File: src/rtl/counter_timer_arbiter_if.sv
// counter_timer_arbiter_if: request/grant bus between requesters and the shared interval timer.
interface counter_timer_arbiter_if #(
  parameter int WIDTH   = 8,
  parameter int NUM_REQ = 4
);
  logic [NUM_REQ-1:0]       req_i;
  logic [NUM_REQ*WIDTH-1:0] term_cnt_i;
  logic [NUM_REQ-1:0]       gnt_o;
  logic [NUM_REQ-1:0]       done_o;
  logic                     busy_o;
  logic [WIDTH-1:0]         count_o;
  modport master (output req_i, term_cnt_i, input gnt_o, done_o, busy_o, count_o);
  modport slave  (input req_i, term_cnt_i, output gnt_o, done_o, busy_o, count_o);
endinterface

File: src/rtl/counter_timer_arbiter.sv
// counter_timer_arbiter: round-robin lends one shared up-counter to requesters for timed intervals.
module counter_timer_arbiter #(
  parameter int WIDTH   = 8,
  parameter int NUM_REQ = 4
) (
  input logic                     clk,
  input logic                     rst,
  counter_timer_arbiter_if.slave  bus
);
  localparam int IW = $clog2(NUM_REQ);
  localparam logic [NUM_REQ-1:0] ONE = NUM_REQ'(1);
  typedef enum logic [1:0] {IDLE, COUNT, DONE} state_e;
  state_e             state_q;
  logic [NUM_REQ-1:0] gnt_q, done_q;
  logic [WIDTH-1:0]   count_q, term_q;
  logic [IW-1:0]      owner_q, last_q, win;
  logic               found;
  // first pending requester strictly after the previous owner, wrapping
  always_comb begin
    win = '0;
    found = 1'b0;
    for (int k = 1; k <= NUM_REQ; k++) begin
      if (!found && bus.req_i[(int'(last_q) + k) % NUM_REQ]) begin
        win = IW'((int'(last_q) + k) % NUM_REQ);
        found = 1'b1;
      end
    end
  end
  always_ff @(posedge clk or negedge rst) begin
    if (!rst) begin
      state_q <= IDLE;
      gnt_q   <= '0;
      done_q  <= '0;
      count_q <= '0;
      term_q  <= '0;
      owner_q <= '0;
      last_q  <= IW'(NUM_REQ - 1);
    end else begin
      case (state_q)
        IDLE: if (found) begin
          state_q <= COUNT;
          gnt_q   <= ONE << win;
          count_q <= '0;
          term_q  <= bus.term_cnt_i[int'(win)*WIDTH +: WIDTH];
          owner_q <= win;
        end
        COUNT: begin
          // withdrawal wins over a terminal match in the same cycle
          if (!bus.req_i[owner_q]) begin
            state_q <= IDLE;
            gnt_q   <= '0;
            last_q  <= owner_q;
          end else if (count_q == term_q) begin
            state_q <= DONE;
            gnt_q   <= '0;
            done_q  <= ONE << owner_q;
          end else begin
            count_q <= count_q + WIDTH'(1);
          end
        end
        default: begin
          state_q <= IDLE;
          done_q  <= '0;
          last_q  <= owner_q;
        end
      endcase
    end
  end
  assign bus.gnt_o   = gnt_q;
  assign bus.done_o  = done_q;
  assign bus.count_o = count_q;
  assign bus.busy_o  = state_q != IDLE;
endmodule

File: src/flat_wrapper.sv
// flat-port wrapper written by rule: the top's interface ports become plain ports
module counter_timer_arbiter_flat 
#(
  parameter int WIDTH   = 8,
  parameter int NUM_REQ = 4
)
  (clk, rst, bus_req_i, bus_term_cnt_i, bus_gnt_o, bus_done_o, bus_busy_o, bus_count_o);
  counter_timer_arbiter_if #(.WIDTH(WIDTH), .NUM_REQ(NUM_REQ)) bus_i ();
  input logic clk;
  input logic rst;
  input wire logic [$bits(bus_i.req_i)-1:0] bus_req_i;
  input wire logic [$bits(bus_i.term_cnt_i)-1:0] bus_term_cnt_i;
  output wire logic [$bits(bus_i.gnt_o)-1:0] bus_gnt_o;
  output wire logic [$bits(bus_i.done_o)-1:0] bus_done_o;
  output wire logic [$bits(bus_i.busy_o)-1:0] bus_busy_o;
  output wire logic [$bits(bus_i.count_o)-1:0] bus_count_o;
  assign bus_i.req_i = bus_req_i;
  assign bus_i.term_cnt_i = bus_term_cnt_i;
  assign bus_gnt_o = bus_i.gnt_o;
  assign bus_done_o = bus_i.done_o;
  assign bus_busy_o = bus_i.busy_o;
  assign bus_count_o = bus_i.count_o;
  counter_timer_arbiter #(.WIDTH(WIDTH), .NUM_REQ(NUM_REQ)) u_core (.clk(clk), .rst(rst), .bus(bus_i));
endmodule
File: config.mk
export PLATFORM = sky130hd
export DESIGN_NAME = counter_timer_arbiter_flat
export DESIGN_NICKNAME = d
export VERILOG_FILES = /design/src/rtl/counter_timer_arbiter_if.sv /design/src/rtl/counter_timer_arbiter.sv /design/src/flat_wrapper.sv
export SDC_FILE = /design/constraint.sdc
export NUM_CORES = 1
export LEC_CHECK = 0
export ABC_AREA = 1
export BUFFER_PORTS_ARGS = -buffer_cell sky130_fd_sc_hd__buf_2
export CORE_UTILIZATION = 55
export DETAILED_ROUTE_END_ITERATION = 7
export PLACE_DENSITY = 0.88
export SLEW_MARGIN = 5
export SYNTH_ARGS = -nofsm -noshare
export SYNTH_HDL_FRONTEND = slang
export SYNTH_SLANG_ARGS = --single-unit
export TNS_END_PERCENT = 1
File: constraint.sdc
create_clock -name clk -period 3.1 [get_ports clk]
set_input_delay 0 -clock clk [delete_from_list [all_inputs] [get_ports clk]]
set_output_delay 0 -clock clk [all_outputs]
set_load 0.02 [all_outputs]
# [Yosys cells after proc, flatten, opt, wreduce, memory -nomap -nowiden]
# Index checks and enable logic that the tools add are counted.
[totals] elab_cells=91 out_inout_bits=17 input_bits=38 regBits=30
[classes] eq_ne=8 n_mux=39 n_addsub=5 bitwise=5 n_reduce_logical=19 magnitude_cmp=5 shifts=3
[op_table] cell="$shiftx 32x6->8" n=1
[op_table] cell="$mux 8" n=3
[op_table] cell="$mux 4" n=5
[op_table] cell="$lt 3x4->1 const B" n=4
[op_table] cell="$mux 2" n=8
[op_table] cell="$pmux 4 s2" n=2
[op_table] cell="$pmux 8 s2" n=1
[op_table] cell="$mux 1" n=13
[op_table] cell="$bmux 1 s2" n=5
[op_table] cell="$add 8x1->8 const B" n=1
[op_table] cell="$eq 8x8->1" n=1
[op_table] cell="$pmux 2 s2" n=2
[op_table] cell="$reduce_or 2->1" n=4
[op_table] cell="$shl 1x2->4 const A" n=2
[op_table] cell="$ne 2x1->1 const B" n=3
[op_table] cell="$reduce_and 2->1" n=3
[op_table] cell="$reduce_and 3->1" n=2
[op_table] cell="$add 2x1->2 const B" n=2
[op_table] cell="$add 2x2->2 const B" n=2
[op_table] cell="$and 1x1->1 const A" n=4
[op_table] cell="$ne 2x2->1 const B" n=2
[op_table] cell="$reduce_and 4->1" n=1
[op_table] cell="$reduce_bool 2->1" n=2
[op_table] cell="$logic_and 1x1->1" n=3
[op_table] cell="6 further kinds" n=8

# [Longest topological paths before layout]
# Gate-level depths: netlist of run 1.
[logic_depth] ltp_word=19 mapped_depth=18 mapped_depth_nobuf=16

# [Worst setup path before layout of run 1]
# OpenSTA, ideal clock, no wires.
[synth_timing] kind="register -> register" from="reg u_core.last_q[0]" to="reg u_core.term_q[1]" t_required_ns=2.984 stages_incl_launch_ff=18 arrival_time_ns=1.693 slack_ns=1.291 n_path_buf=2 period_less_slack_ns=1.809 cell_sequence="dfstp_2 > buf_6 > inv_4 > nand2_1 > nand3_1 > nand2_1 > nand2_1 > nand2_1 > nand2_1 > nand2_4 > nand2_2 > buf_4 > nand2_1 > nand2_1 > nand2_1 > nand2_1 > nand2_1 > nand2_1"
[synth_between] elab_chain_len=15 elab_cells_between_ends=32 classes_between="4 x add/sub; 1 x shift; 20 x mux; 7 x reduce/logical"
[synth_rtl] item="start: declaration" line_no="counter_timer_arbiter.sv:16" text="logic [IW-1:0] owner_q, last_q, win;"
[synth_rtl] item="start signal: assignment" line_no="counter_timer_arbiter.sv:37" text="last_q <= IW'(NUM_REQ - 1);"
[synth_rtl] item="start signal: assignment" line_no="counter_timer_arbiter.sv:52" text="last_q <= owner_q;"
[synth_rtl] item="start signal: assignment" line_no="counter_timer_arbiter.sv:64" text="last_q <= owner_q;"
[synth_rtl] item="$add 2x1->2" line_no="counter_timer_arbiter.sv:23, counter_timer_arbiter.sv:24"
[synth_rtl] item="$bmux 1 s2" line_no="counter_timer_arbiter.sv:23" text="if (!found && bus.req_i[(int'(last_q) + k) % NUM_REQ]) begin"
[synth_rtl] item="$mux 1 (not written as such) (2 in a row)" line_no="counter_timer_arbiter.sv:23"
[synth_rtl] item="$mux 1" line_no="counter_timer_arbiter.sv:23"
[synth_rtl] item="$logic_not 1->1" line_no="counter_timer_arbiter.sv:23"
[synth_rtl] item="$logic_and 1x1->1" line_no="counter_timer_arbiter.sv:23"
[synth_rtl] item="$mux 1" line_no="counter_timer_arbiter.sv:23"
[synth_rtl] item="$logic_not 1->1" line_no="counter_timer_arbiter.sv:23"
[synth_rtl] item="$logic_and 1x1->1" line_no="counter_timer_arbiter.sv:23"
[synth_rtl] item="$mux 1" line_no="counter_timer_arbiter.sv:23"
[synth_rtl] item="$logic_not 1->1" line_no="counter_timer_arbiter.sv:23"
[synth_rtl] item="$logic_and 1x1->1" line_no="counter_timer_arbiter.sv:23"
[synth_rtl] item="$mux 2 or $mux 1 (tied branches)" line_no="counter_timer_arbiter.sv:23"
[synth_rtl] item="$shiftx 32x6->8 or $reduce_and 2->1 (tied branches)"
[synth_rtl] item="end signal: assignment" line_no="counter_timer_arbiter.sv:44" text="term_q <= bus.term_cnt_i[int'(win)*WIDTH +: WIDTH];"
[synth_rtl] item="end: declaration" line_no="counter_timer_arbiter.sv:15" text="logic [WIDTH-1:0] count_q, term_q;"
# Parallel ways exist; a longest one is shown, timed or not. The select of a mux whose other input is x is not followed.
# A chain may end at the register's enable or synchronous reset.

# [Final worst setup path of run 1]
[layout_timing] from="reg u_core.last_q[0]" to="reg u_core.term_q[5]"
# The elaborated chain is that of the path after synthesis.

==> results_dict.tcl, run 1 <==
set metrics [dict create \
    dp_slack_ns 0.757 \
    hpwl_um 3520 \
    cts_tree "done" \
    wl_per_cell_um 11.7 \
    drive_above_1_share_pct 25.4 \
    drv_slew 0 \
    cts_setup_buffers 0 \
    fp.dieW_um 63.5 \
    clkTransAtPathRegs_ns 0.07 \
    crit_path_max_fanout 20 \
    slew_headroom_pct 57.1 \
    wl_met2_um 2200 \
    min_path_cells 7 \
    combPwrFrac_pct 63.0 \
    p_per_area_nw_per_um2 1150 \
    wirelength_met1_um 2070 \
    initialDrtViolationCount 151 \
    status "complete, no violations" \
    clkPwrFrac_pct 13.6 \
    period_needed_ns 2.37 \
    finalClockSkew_ns 0.00603 \
    hold_slack_ns 0.0806 \
    final_cell_mix "nand2_1 (128), buf_2 (54), nand3_1 (33)" \
    areaGrowthSynthToFinish_pct 17.7 \
    mostFrequentLayoutCell "nand2_1" \
    whs_endpoint "u_core.term_q[7]$_DFFE_PN0P_" \
    grt_max_degree 31 \
    final.period_utilization_pct 76.5 \
    hp-class "input port to flop" \
    p_seq_share_pct 23.3 \
    wl_met3_um 309 \
    dieArea_um2 4030 \
    leakage_nw 1.39 \
    io_pins 55 \
    hold_buffers 1 \
    grt_use_total_pct 26.0 \
    synth_cells 302 \
    initial_core_util_pct 60.0 \
    vias 2112 \
    r2r-end "u_core.term_q[5]$_DFFE_PN0P_" \
    cts_num_sinks 30 \
    core_area_um2 3470 \
    gr-total-overflow 0 \
    hold_viol_final 0 \
    rsz0062_at_grt "false" \
    die_h_um 63.5 \
    syn_area_um2 2080 \
    final.setup.tns_ns 0 \
    ys_warn_count 0 \
    root_buffer "clkbuf_8" \
    ant_nets 0 \
    antenna_found_initial 0 \
    avgSynthCellArea_um2 6.89 \
    yosys_register_bits 30 \
    rrSetupSlack_ns 0.73 \
    critPathCaptureType "flop" \
    critPathLaunchType "flop" \
    h-tree-depth 2 \
    vdd_drop_max_mv 0.655 \
    setup_ws_ns 0.730 \
    worstMarginPinSlew_ns 0.643 \
    post_cts_resized 0 \
    ys_types 32 \
    fin_nets 393 \
    synthesis.nets 341 \
    fmax_mhz 422 \
    r2r_cells 14 \
    cp.required_ns 3.33 \
    synth-seq-area-share_pct 36.2 \
    min_from "bus_term_cnt_i[23]" \
    antenna_cells 0 \
    cts_buffer_depth 2 \
    port_buffers 54 \
    switchingPower_mw 1.51 \
    p_int_mw 1.31 \
    row_count 21 \
    r2r_start "u_core.last_q[0]$_DFFE_PN1P_" \
    wirelength_um 4670 \
    maxCapViolCount 0 \
    grt_pass1_vias 1937 \
    avgViaCountPerCell 5.27 \
    top_layer "met4" \
    setup-violations-final 0 \
    drc_errors 0 \
    drt-pass1-iter-count 5 \
    cts-buffers-inserted 5 \
    grt_pass1_wl_um 8400 \
    gp_congestion 0.825 \
    worstSetupPathType "flop to flop" \
    worst_ep_arrival_time_ns 2.60 \
    switching_share_pct 53.5 \
    clk_latency_ns 0.29 \
]
==> worst max-delay path: stages (launching register included) <==
cell	delay, ns
dfstp_2	0.63
inv_4	0.08
nand2_1	0.06
nand2_1	0.09
nand2_2	0.09
nand2_2	0.08
a21oi_4	0.19
nand3_4	0.23
nand2_2	0.40
nand2_1	0.10
nand2_1	0.08
nand2_1	0.05
nand2_1	0.09
nand2_1	0.07
nand2_1	0.06
==> registers in the layout, summed over array words and instances (netlist names) <==
name                count
u_core.bus.gnt_o        4
u_core.term_q           8
u_core.last_q           2
u_core.owner_q          2
u_core.state_q          2
u_core.bus.count_o      8
u_core.bus.done_o       4
==> worst max-delay path by stage <==
| stage | startpoint | endpoint | cells past startpoint |
|---|---|---|---|
| finish | u_core.last_q[0]$_DFFE_PN1P_ | u_core.term_q[5]$_DFFE_PN0P_ | 14 |
| global placement | u_core.last_q[0]$_DFFE_PN1P_ | u_core.term_q[5]$_DFFE_PN0P_ | 14 |
| detailed placement | u_core.last_q[0]$_DFFE_PN1P_ | u_core.term_q[5]$_DFFE_PN0P_ | 14 |
| CTS | u_core.last_q[0]$_DFFE_PN1P_ | u_core.term_q[5]$_DFFE_PN0P_ | 14 |
| floorplan | u_core.last_q[0]$_DFFE_PN1P_ | u_core.term_q[1]$_DFFE_PN0P_ | 17 |
| global route | u_core.last_q[0]$_DFFE_PN1P_ | u_core.term_q[5]$_DFFE_PN0P_ | 14 |
==> logic make-up (layout without fill, tap and decap cells) <==
family	after synthesis	in the layout	synth area share [%]
buffers and inverters	34	87	8.24
DFF	30	30	36.2
xor gates and xnor gates	13	13	5.47
AOI/OAI and AO/OA	24	24	7.16
and+or+nand+nor	200	200	42.3
adders and majority gates	1	1	0.601
==> power groups by stage <==
stage / Combinational (mW) / Clock (mW) / Sequential, mW
global route: 2.03 / 0.411 / 0.672
global placement: 1.70 / 0 / 0.656
detailed placement: 1.75 / 0 / 0.662
CTS: 1.77 / 0.390 / 0.657
finish: 1.77 / 0.384 / 0.657
floorplan: 1.52 / 0 / 0.654
==> synth_stat cells <==
cell type	count	area [um2]
clkbuf_4	1	7.51
ha_1	1	12.5
a21oi_2	1	8.76
dfstp_2	2	52.6
or2_2	1	6.26
o21ai_1	7	35.0
o21ai_0	8	40.0
nand3_2	1	10.0
nor2_2	1	6.26
nand4_1	4	25.0
nand3_1	33	165
a21oi_1	1	5.00
a21boi_1	1	7.51
buf_4	3	22.5
dfrtp_1	28	701
a31oi_1	1	6.26
nor4_1	1	6.26
nand2_2	16	100
buf_2	3	15.0
xnor2_1	4	35.0
nand3_4	1	17.5
nand2_1	128	480
a21oi_4	1	16.3
buf_6	3	33.8
nand2_4	1	11.3
inv_4	1	6.26
inv_2	2	7.51
inv_1	21	78.8
nor3_1	3	15.0
o31ai_1	4	30.0
nor2_1	10	37.5
xor2_1	9	78.8
==> final cells by class <==
class | instances | area (um2)
clock buffer | 5 | 68.8
clock inverter | 3 | 40.0
fill | 308 | 1020
inverter | 24 | 92.6
multi-input combinational | 238 | 1160
sequential | 30 | 753
tap | 46 | 57.6
timing repair buffer | 55 | 280
==> per-stage QoR <==
| stage | cell area [um2] | util (%) | total power, mW | instances |
|---|---|---|---|---|
| finish | 2450 | 70.6 | 2.82 | 401 |
| global route | 2450 | 70.6 | 3.12 | 401 |
| CTS | 2450 | 70.6 | 2.82 | 401 |
| detailed placement | 2330 | 67.2 | 2.41 | 392 |
| global placement | 2330 | 67.2 | 2.36 | 392 |
| floorplan | 2080 | - | 2.17 | 302 |
==> routing by layer <==
metal	up-vias	track usage (%)
met3	12	3.80
li1	1057	-
met1	951	33.3
met5	-	0
met2	92	43.4
met4	0	10.8
(Power assumes the default switching activity.)
==> run 2, diff against run 1 <==
CORE_UTILIZATION = 53   (was 55)
PLACE_DENSITY = 0.85   (was 0.88)
clock period = 2.4 ns   (was 3.1 ns; I/O delays follow)
==> results_dict.tcl, run 2 (same netlist as run 1, synthesis figures left out) <==
set metrics [dict create \
    status "complete, no violations" \
    clk_latency_ns 0.29 \
    drv_slew 0 \
    port_buffers 54 \
    gp_congestion 0.912 \
    fin_nets 395 \
    gr-total-overflow 0 \
    cp.required_ns 2.58 \
    n_fill_cell 346 \
    cts_num_sinks 30 \
    clkTransAtPathRegs_ns 0.06 \
    multi_input_area_um2 1160 \
    grt_use_total_pct 23.9 \
    final_cell_mix "nand2_1 (128), buf_2 (54), nand3_1 (33)" \
    antenna_cells 0 \
    initial_core_util_pct 56.0 \
    worst_ep_arrival_time_ns 2.32 \
    cts-buffers-inserted 5 \
    ant_nets 0 \
    vias 2006 \
    cts_tree "done" \
    hpwl_um 3470 \
    fmax_mhz 468 \
    initialDrtViolationCount 162 \
    drive_above_1_share_pct 25.8 \
    hold_viol_final 0 \
    setup-violations-final 0 \
    worstSetupPathType "flop to flop" \
    critPathCaptureType "flop" \
    drc_errors 0 \
    maxCapViolCount 0 \
    h-tree-depth 2 \
    grt_pass1_vias 1799 \
    wirelength_um 4470 \
    dp_slack_ns 0.160 \
    avgViaCountPerCell 4.95 \
    p_per_area_nw_per_um2 1460 \
    slew_headroom_pct 56.2 \
    final.setup.tns_ns 0 \
    root_buffer "clkbuf_8" \
    io_pins 55 \
    leakage_nw 1.40 \
    areaGrowthSynthToFinish_pct 18.8 \
    antenna_found_initial 0 \
    critPathLaunchType "flop" \
    vdd_drop_max_mv 0.987 \
    period_needed_ns 2.14 \
    setup_ws_ns 0.265 \
    grt_max_degree 31 \
    die_h_um 64.7 \
    dieArea_um2 4180 \
    grt_pass1_wl_um 7730 \
    cts_buffer_depth 2 \
    finalClockSkew_ns 0.00497 \
    fp.dieW_um 64.7 \
    wl_per_cell_um 11.0 \
    row_count 22 \
    core_area_um2 3720 \
    regArea_um2 753 \
    final.period_utilization_pct 89.0 \
    hp-class "input port to flop" \
    cts_setup_buffers 0 \
    drt-pass1-iter-count 4 \
    worstMarginPinSlew_ns 0.656 \
    mostFrequentLayoutCell "nand2_1" \
    rsz0062_at_grt "false" \
    crit_path_max_fanout 20 \
]
==> run 2: cell types whose count changed in the layout (fill, tap and decap cells not counted) <==
cell / change
buf_4: +2
bufinv_16: -1
clkbuf_8: +3
clkinv_2: -2
nand2_2: -1
nand2_4: +1
==> run 2: timing repair <==
action	in CTS	in global routing
endpoints found under the hold margin	28	0
gates resized for setup	0	1
endpoints found under the setup margin	0	8
hold buffers	1	0
==> run 2: area by class of cell <==
cell class,count,share of cell area (%)
sequential,30,30.5
clock buffer,8,4.45
inverter,24,3.74
tap,48,2.43
multi-input combinational,238,47.0
timing repair buffer,57,11.9
==> run 2: final timing paths <==
check / slack, ns / cells past startpoint / start / end
worst max-delay path: 0.26 / 15 / u_core.last_q[0]$_DFFE_PN1P_ / u_core.term_q[5]$_DFFE_PN0P_
min in group asynchronous: 0.27 / 2 / rst / u_core.bus.done_o[3]$_DFFE_PN0P_
worst max register to register: 0.26 / 15 / u_core.last_q[0]$_DFFE_PN1P_ / u_core.term_q[5]$_DFFE_PN0P_
worst min-delay path: 0.09 / 7 / bus_term_cnt_i[20] / u_core.term_q[4]$_DFFE_PN0P_
max in group asynchronous: 1.70 / 2 / rst / u_core.term_q[6]$_DFFE_PN0P_
worst min register to register: 0.46 / 2 / u_core.bus.gnt_o[1]$_DFFE_PN0P_ / u_core.bus.gnt_o[1]$_DFFE_PN0P_
==> run 2: per-layer routing <==
metal	GRT usage, %	vias up	wire, um
li1	-	1071	-
met1	30.0	852	2100
met2	39.5	76	2060
met3	4.05	7	224
met4	11.7	0	85
met5	0	-	0
==> run 2: power breakdown <==
part,leakage (nW),total [mW],switching (mW),internal (mW)
combinational,0.952,2.29,1.56,0.733
clock,0.0575,0.476,0.187,0.289
sequential,0.391,0.846,0.159,0.687
total,1.40,3.62,1.91,1.71
==> run 2: per-stage QoR <==
stage	utilization [%]	instances	area (um2)	hold slack, ns	power [mW]
floorplan	-	302	2080	-0.296	2.80
detailed placement	63.2	396	2350	0.0665	3.11
CTS	66.4	405	2470	0.0829	3.60
global placement	63.2	396	2350	0.0622	3.05
global route	66.5	405	2470	0.128	3.99
finish	66.5	405	2470	0.0904	3.62
==> run 2: worst max-delay path, cell delays in order, from the launching register on <==
cell	delay, ns
dfstp_2	0.64
inv_4	0.08
nand2_1	0.09
nand3_1	0.14
nand2_1	0.12
nand2_1	0.07
nand2_1	0.06
nand2_1	0.08
nand2_4	0.17
nand2_4	0.19
nand2_1	0.11
nand2_1	0.06
nand2_1	0.05
nand2_1	0.06
nand2_1	0.05
nand2_1	0.04
